==> config.mk <==
export PLATFORM = sky130hd
export DESIGN_NAME = jtag_tms_sequencer
export DESIGN_NICKNAME = d
export VERILOG_FILES = /design/src/rtl/jtag_tms_sequencer_pkg.sv /design/src/rtl/jtag_cmd_fifo.sv /design/src/rtl/jtag_tms_sequencer.sv
export SDC_FILE = /design/constraint.sdc
export NUM_CORES = 1
export LEC_CHECK = 0
export BUFFER_PORTS_ARGS = -buffer_cell sky130_fd_sc_hd__buf_2
export CORE_ASPECT_RATIO = 0.8
export CORE_MARGIN = 1
export CORE_UTILIZATION = 63
export DETAILED_ROUTE_END_ITERATION = 16
export PLACE_DENSITY = 0.84
export SLEW_MARGIN = 20
export SYNTH_ARGS = -nofsm -noshare
export SYNTH_HDL_FRONTEND = slang
export SYNTH_SLANG_ARGS = --single-unit
export TNS_END_PERCENT = 20
==> constraint.sdc <==
create_clock -name clk -period 5.6 [get_ports clk]
set_clock_uncertainty 0.1 [all_clocks]
set_input_delay 0.28 -clock clk [delete_from_list [all_inputs] [get_ports clk]]
set_output_delay 0.28 -clock clk [all_outputs]
set_load 0.01 [all_outputs]
==> src/rtl/jtag_tms_sequencer_pkg.sv <==
// jtag_tms_sequencer_pkg: FSM encoding, START busy-wait limit and clog2 helper
// shared by the TMS sequencer and its command FIFO.
package jtag_tms_sequencer_pkg;

    typedef enum logic [1:0] {
        ST_IDLE      = 2'd0,
        ST_START     = 2'd1,
        ST_WAIT_DONE = 2'd2,
        ST_GAP       = 2'd3
    } seq_state_t;

    localparam int START_BUSY_LIMIT = 8;

    function automatic int clog2(input int value);
        int r;
        r = 0;
        for (int i = 0; i < 31; i++) begin
            if ((1 << i) < value) r = i + 1;
        end
        return r;
    endfunction

endpackage

==> src/rtl/jtag_cmd_fifo.sv <==
// jtag_cmd_fifo: synchronous command FIFO with occupancy count and a flush that
// empties it in a single cycle. Callers only assert wr_en/rd_en when legal.
module jtag_cmd_fifo
    import jtag_tms_sequencer_pkg::*;
#(
    parameter int pWIDTH = 20,
    parameter int pDEPTH = 4
) (
    input  logic                      clk,
    input  logic                      reset_n,
    input  logic                      wr_en,
    input  logic [pWIDTH-1:0]         wr_data,
    input  logic                      rd_en,
    input  logic                      flush,
    output logic [pWIDTH-1:0]         rd_data,
    output logic                      full,
    output logic                      empty,
    output logic [clog2(pDEPTH):0]    count
);

    localparam int AW = clog2(pDEPTH);

    logic [pWIDTH-1:0] mem_q [pDEPTH];
    logic [AW-1:0]     wr_ptr_q, wr_ptr_d;
    logic [AW-1:0]     rd_ptr_q, rd_ptr_d;
    logic [AW:0]       count_q, count_d;

    always_comb begin
        wr_ptr_d = wr_ptr_q + AW'(wr_en);
        rd_ptr_d = rd_ptr_q + AW'(rd_en);
        count_d  = count_q + (AW+1)'(wr_en) - (AW+1)'(rd_en);
        if (flush) begin
            wr_ptr_d = '0;
            rd_ptr_d = '0;
            count_d  = '0;
        end
    end

    always_ff @(posedge clk or negedge reset_n) begin
        if (!reset_n) begin
            wr_ptr_q <= '0;
            rd_ptr_q <= '0;
            count_q  <= '0;
        end else begin
            wr_ptr_q <= wr_ptr_d;
            rd_ptr_q <= rd_ptr_d;
            count_q  <= count_d;
        end
    end

    // Storage needs no reset: an entry is only read after it has been written.
    always_ff @(posedge clk) begin
        if (wr_en && !flush) mem_q[wr_ptr_q] <= wr_data;
    end

    assign rd_data = mem_q[rd_ptr_q];
    assign full    = (count_q == (AW+1)'(pDEPTH));
    assign empty   = (count_q == '0);
    assign count   = count_q;

endmodule

==> src/rtl/jtag_tms_sequencer.sv <==
// jtag_tms_sequencer: pops TMS pattern commands from a small FIFO and replays each
// one repeat+1 times through the bit-banger go/busy/done handshake.
module jtag_tms_sequencer
    import jtag_tms_sequencer_pkg::*;
#(
    parameter int pPATTERN_WIDTH = 16,
    parameter int pFIFO_DEPTH    = 4,
    parameter int pREPEAT_WIDTH  = 4,
    parameter int pTIMEOUT       = 65535
) (
    input  logic                          clk,
    input  logic                          reset_n,
    input  logic [pPATTERN_WIDTH-1:0]     cmd_pattern,
    input  logic [pREPEAT_WIDTH-1:0]      cmd_repeat,
    input  logic                          cmd_wr,
    output logic                          cmd_full,
    output logic [clog2(pFIFO_DEPTH):0]   cmd_count,
    input  logic                          flush,
    output logic [pPATTERN_WIDTH-1:0]     bb_pattern,
    output logic                          bb_go,
    input  logic                          bb_busy,
    input  logic                          bb_done,
    output logic                          seq_busy,
    output logic                          seq_done,
    output logic                          err_timeout,
    output logic                          err_overflow,
    input  logic                          err_clear
);

    localparam int EW = pPATTERN_WIDTH + pREPEAT_WIDTH;
    localparam int TW = (clog2(pTIMEOUT + 1) > 3) ? clog2(pTIMEOUT + 1) : 3;

    seq_state_t                state_q, state_d;
    logic [pPATTERN_WIDTH-1:0] pattern_q, pattern_d;
    logic [pREPEAT_WIDTH-1:0]  rep_cnt_q, rep_cnt_d;
    logic [TW-1:0]             tcnt_q, tcnt_d;
    logic                      again_q, again_d;
    logic                      flushed_q, flushed_d;
    logic                      err_timeout_q, err_timeout_d;
    logic                      err_overflow_q, err_overflow_d;
    logic [EW-1:0]             fifo_head;
    logic                      fifo_empty, fifo_full;
    logic                      pop, push, overflow, timeout_evt;

    // A full FIFO still accepts a write in the cycle the head is popped.
    assign pop      = (state_q == ST_IDLE) && !fifo_empty && !flush;
    assign push     = cmd_wr && !flush && (!fifo_full || pop);
    assign overflow = cmd_wr && !flush && fifo_full && !pop;

    jtag_cmd_fifo #(
        .pWIDTH (EW),
        .pDEPTH (pFIFO_DEPTH)
    ) u_fifo (
        .clk     (clk),
        .reset_n (reset_n),
        .wr_en   (push),
        .wr_data ({cmd_pattern, cmd_repeat}),
        .rd_en   (pop),
        .flush   (flush),
        .rd_data (fifo_head),
        .full    (fifo_full),
        .empty   (fifo_empty),
        .count   (cmd_count)
    );

    always_comb begin
        state_d     = state_q;
        pattern_d   = pattern_q;
        rep_cnt_d   = rep_cnt_q;
        tcnt_d      = tcnt_q + TW'(1);
        again_d     = again_q;
        flushed_d   = 1'b0;
        timeout_evt = 1'b0;
        bb_go       = 1'b0;
        seq_done    = 1'b0;
        unique case (state_q)
            ST_IDLE: begin
                tcnt_d = '0;
                if (pop) begin
                    state_d   = ST_START;
                    pattern_d = fifo_head[EW-1:pREPEAT_WIDTH];
                    rep_cnt_d = fifo_head[pREPEAT_WIDTH-1:0];
                end
            end
            ST_START: begin
                bb_go = !flush;
                if (bb_busy) begin
                    state_d = ST_WAIT_DONE;
                    tcnt_d  = '0;
                end else if (tcnt_q == TW'(START_BUSY_LIMIT - 1)) begin
                    timeout_evt = 1'b1;
                    state_d     = ST_GAP;
                    again_d     = 1'b0;
                    rep_cnt_d   = '0;
                end
            end
            ST_WAIT_DONE: begin
                if (bb_done) begin
                    state_d = ST_GAP;
                    again_d = (rep_cnt_q != '0);
                    if (again_d) rep_cnt_d = rep_cnt_q - pREPEAT_WIDTH'(1);
                end else if (tcnt_q == TW'(pTIMEOUT - 1)) begin
                    timeout_evt = 1'b1;
                    state_d     = ST_GAP;
                    again_d     = 1'b0;
                    rep_cnt_d   = '0;
                end
            end
            ST_GAP: begin
                tcnt_d   = '0;
                state_d  = again_q ? ST_START : ST_IDLE;
                seq_done = !again_q && !flushed_q && !flush && fifo_empty;
            end
        endcase
        // Flush aborts the active command; the GAP it lands in must not report completion.
        if (flush) begin
            rep_cnt_d   = '0;
            again_d     = 1'b0;
            timeout_evt = 1'b0;
            flushed_d   = (state_q == ST_START) || (state_q == ST_WAIT_DONE);
            state_d     = flushed_d ? ST_GAP : ST_IDLE;
        end
        err_timeout_d  = timeout_evt || (err_timeout_q && !err_clear);
        err_overflow_d = overflow || (err_overflow_q && !err_clear);
    end

    always_ff @(posedge clk or negedge reset_n) begin
        if (!reset_n) begin
            state_q        <= ST_IDLE;
            pattern_q      <= '0;
            rep_cnt_q      <= '0;
            tcnt_q         <= '0;
            again_q        <= 1'b0;
            flushed_q      <= 1'b0;
            err_timeout_q  <= 1'b0;
            err_overflow_q <= 1'b0;
        end else begin
            state_q        <= state_d;
            pattern_q      <= pattern_d;
            rep_cnt_q      <= rep_cnt_d;
            tcnt_q         <= tcnt_d;
            again_q        <= again_d;
            flushed_q      <= flushed_d;
            err_timeout_q  <= err_timeout_d;
            err_overflow_q <= err_overflow_d;
        end
    end

    assign cmd_full     = fifo_full;
    assign bb_pattern   = pattern_q;
    assign seq_busy     = (state_q != ST_IDLE) || !fifo_empty;
    assign err_timeout  = err_timeout_q;
    assign err_overflow = err_overflow_q;

endmodule

==> metrics.log <==
INFO  metric post_route_standard_cell_area_excluding_fillers = roughly 0.0066 mm^2
INFO  metric cts-root-to-sink-buffers = 2
INFO  metric area_growth = 23.6%
INFO  metric route.antenna.remaining_nets = 0
INFO  metric gpl.final_weighted_congestion = 0.812
INFO  metric main_flop_type_after_synthesis = sky130_fd_sc_hd__edfxtp_1
INFO  metric synth_largest_type_area_fraction = 0.447
INFO  metric power.density = 456 mW/mm^2
INFO  metric cts-buffers-inserted = 17
INFO  metric finalCriticalPeriod = approximately 2700 ps
INFO  metric initial_drc_count = 252
INFO  metric report.final.hold_viol_count = 0
INFO  metric postCtsResizedCells = 0
INFO  metric avgSynthCellArea = around 16 um^2
INFO  metric worst_path_most_repeated_cell = sky130_fd_sc_hd__inv_1
INFO  metric clk-insertion-delay-late = 530 ps
INFO  metric portBuffers = 51
INFO  metric wl_per_cell = slightly above 20 um
INFO  metric num_antenna_cells = 0
INFO  metric timing.critical_path.arrival = 2750 ps
INFO  metric antenna_found_initial = 0
INFO  metric ctsHtreeMaxLevel = 4
INFO  metric post_synth_design_cell_area = 0.00537 mm^2
INFO  metric grt_usage = 0.282
INFO  metric tritoncts_num_sinks = 129
INFO  metric wire_length_of_the_first_global_routing_pass = 17800 um
INFO  metric grt_setup_unrepaired = no
INFO  metric yosysSeqAreaShare = 0.675
INFO  metric clock_tree.root_cell = sky130_fd_sc_hd__clkbuf_8
INFO  metric final_setup_violation_count = 0
INFO  metric pre_cts_slack = 2950 ps
INFO  metric vias_per_cell = a little over 6
INFO  metric run_status = complete, no violations
INFO  metric ir_worst_vdd = 0.344 mV
INFO  metric synth-edff-count = 80
INFO  metric crit_path_end_kind = register
INFO  metric postRouteWirelength = roughly 11000 um
INFO  metric finish.net_count = 463
INFO  metric drv_cap = 0
INFO  metric start_kind = register
INFO  metric ys_async_sr_fraction = 0.380
INFO  metric total_i_o_pin_count = 52
INFO  metric tritoncts = yes
INFO  metric die_h = 84.6 um
INFO  metric worst-slew-pin-transition = just over 1000 ps
INFO  metric power_leakage = 2.62 nW
INFO  metric chipWidth = 105 um
INFO  metric std_cell_rows = 29
INFO  metric number_of_synthesized_register_bits = 129
INFO  metric worst_hold_slack = between 50 and 60 ps
INFO  metric timing_worst_setup_path_type = reg2reg
INFO  metric reg2reg_slack = slightly below 3000 ps
INFO  metric overflow = 0
INFO  metric fp.dieArea = 0.00890 mm^2
INFO  metric setup_tns = 0 ps
INFO  metric synth_top_area_cell = sky130_fd_sc_hd__edfxtp_1
INFO  metric drv_slew = 0
INFO  metric detailroute.via_count = 3307
INFO  metric synth.lib_cells_used.distinct = around 40
INFO  metric top_post_synthesis_cells_by_count = 80 x sky130_fd_sc_hd__edfxtp_1, 49 x sky130_fd_sc_hd__dfrtp_1, 31 x sky130_fd_sc_hd__nor2_1
INFO  metric drt_pre_antenna_iters = 5
INFO  metric synth_area_leaders = sky130_fd_sc_hd__edfxtp_1 45%, sky130_fd_sc_hd__dfrtp_1 23%, sky130_fd_sc_hd__mux4_2 8.4%
INFO  metric post-route-drc-count = 0
INFO  metric netlist_instances = 334
INFO  metric total_power_after_layout = 3.02 mW
INFO  metric synth.yosys.warnings = 0
INFO  metric cp_slowest_stage_delay = 860 ps
INFO  metric crit_slowest_cell = sky130_fd_sc_hd__and3_1
INFO  metric setup_ws = about 2900 ps
INFO  metric worst_slew_margin_rel = 0.313
INFO  metric timing.hold.worst.class = in2reg
INFO  metric drive_gt1_frac = 0.322
INFO  metric cell_area_placed = 0.00579 mm^2
INFO  metric clock.fmax = 0.370 GHz
INFO  metric number_of_global_route_vias_before_repair = 3416
INFO  metric starting_density_of_the_core = 0.664
INFO  metric crit_chain = inv_1 -> ha_1 -> nor2_1 -> or2_2 -> inv_1 -> and3_1
INFO  metric postCtsHoldBufs = 23
INFO  metric timing.final.crit_share = 0.483
INFO  metric required = between 5000 and 6000 ps
INFO  metric synth_most_common_cell = sky130_fd_sc_hd__edfxtp_1
INFO  metric core-area = 0.00809 mm^2
INFO  metric mappedNetlistNets = 372
INFO  metric path_clk_slew = 60 ps
INFO  metric grt_start_max_net_pins = 50
INFO  metric cts_setup_buffers = 0
INFO  metric hpwl = 6370 um
INFO  metric critical_path_peak_fanout = 20
## critical path, delay by kind of cell, from the launching register on
family	cells	cell delay [ps]
and+or+nand+nor	3	1260
DFF	1	430
adders and majority gates	1	260
buffers and inverters	2	270
## per-stage QoR
step	std cells	utilization
after floorplan	334	-
after global placement	491	0.715
after detailed placement	491	0.715
after CTS	546	0.820
after global routing	546	0.820
final	546	0.820
## cell families after synthesis
group,share of synthesized area
compound gates,0.0272
xor+xnor,0.0310
fa+ha+maj,0.0270
buf+inv,0.0172
flops,0.675
mux,0.136
simple gates,0.0857
## sequential cells by signal, summed over array words and instances, names as in the netlist, 2 cells and up
register and flops:
u_fifo.wr_ptr_q 2, rep_cnt_q 4, bb_pattern 16, u_fifo.rd_ptr_q 2
u_fifo.count 3, state_q 2, u_fifo.mem_q 80, tcnt_q 16
## layer usage
| metal | vias to the layer above | track usage | part of all wire |
|---|---|---|---|
| li1 | 1439 | - | - |
| met1 | 1686 | 0.347 | 0.39 |
| met2 | 155 | 0.474 | 0.52 |
| met3 | 27 | 0.0784 | 0.067 |
| met4 | 0 | 0.124 | 0.024 |
| met5 | - | 0 | 0 |
## layout make-up
cell class / count / area [um^2]
clock buffers: 18 / 418
multi-input cells: 182 / 1670
flip-flops and latches: 129 / 3630
fillers: 387 / 1450
well taps: 108 / 135
repair buffers: 80 / 531
clock inverters: 14 / 201
inverters: 15 / 56.3
## final timing paths
check,end,cells after the start,startpoint
worst max register to register,u_fifo.mem_q[3][10]$_DFFE_PP_,6,state_q[0]$_DFFE_PN0P_
worst min register to register,bb_pattern[15]$_DFFE_PN0P_,1,bb_pattern[15]$_DFFE_PN0P_
worst max-delay path,u_fifo.mem_q[3][10]$_DFFE_PP_,6,state_q[0]$_DFFE_PN0P_
worst min-delay path,u_fifo.count[2]$_DFF_PN0_,2,flush
max in group asynchronous,bb_pattern[13]$_DFFE_PN0P_,3,reset_n
min in group asynchronous,bb_pattern[4]$_DFFE_PN0P_,3,reset_n
## layout by cell type (no fill, tap or decap), types with 3 or more instances in the layout
cell / netlist / layout
sky130_fd_sc_hd__nand4_1: 4 / 4
sky130_fd_sc_hd__xor2_1: 8 / 8
sky130_fd_sc_hd__clkinv_4: 0 / 3
sky130_fd_sc_hd__dlygate4sd3_1: 0 / 23
sky130_fd_sc_hd__o32ai_1: 4 / 4
sky130_fd_sc_hd__clkbuf_16: 0 / 16
sky130_fd_sc_hd__nor3_1: 9 / 8
sky130_fd_sc_hd__nand2_1: 10 / 10
sky130_fd_sc_hd__mux4_2: 20 / 20
sky130_fd_sc_hd__buf_4: 1 / 6
sky130_fd_sc_hd__a21oi_1: 10 / 10
sky130_fd_sc_hd__xnor2_1: 11 / 11
sky130_fd_sc_hd__inv_6: 0 / 5
sky130_fd_sc_hd__nand2b_1: 4 / 4
sky130_fd_sc_hd__or3_1: 5 / 5
sky130_fd_sc_hd__mux2_4: 4 / 4
sky130_fd_sc_hd__bufinv_16: 0 / 4
sky130_fd_sc_hd__dfrtp_1: 49 / 49
sky130_fd_sc_hd__ha_1: 10 / 10
sky130_fd_sc_hd__buf_2: 2 / 51
sky130_fd_sc_hd__edfxtp_1: 80 / 80
sky130_fd_sc_hd__mux2_2: 18 / 18
sky130_fd_sc_hd__inv_1: 14 / 14
sky130_fd_sc_hd__nand3_1: 5 / 5
sky130_fd_sc_hd__nor2_1: 31 / 30
## where the power goes
| group | switching (mW) | internal [mW] |
|---|---|---|
| Combinational | 0.353 | 0.311 |
| Sequential | 0.0798 | 1.13 |
| Clock | 0.418 | 0.730 |
| Total | 0.851 | 2.17 |
Note: power is estimated with default switching activity, not from simulation.
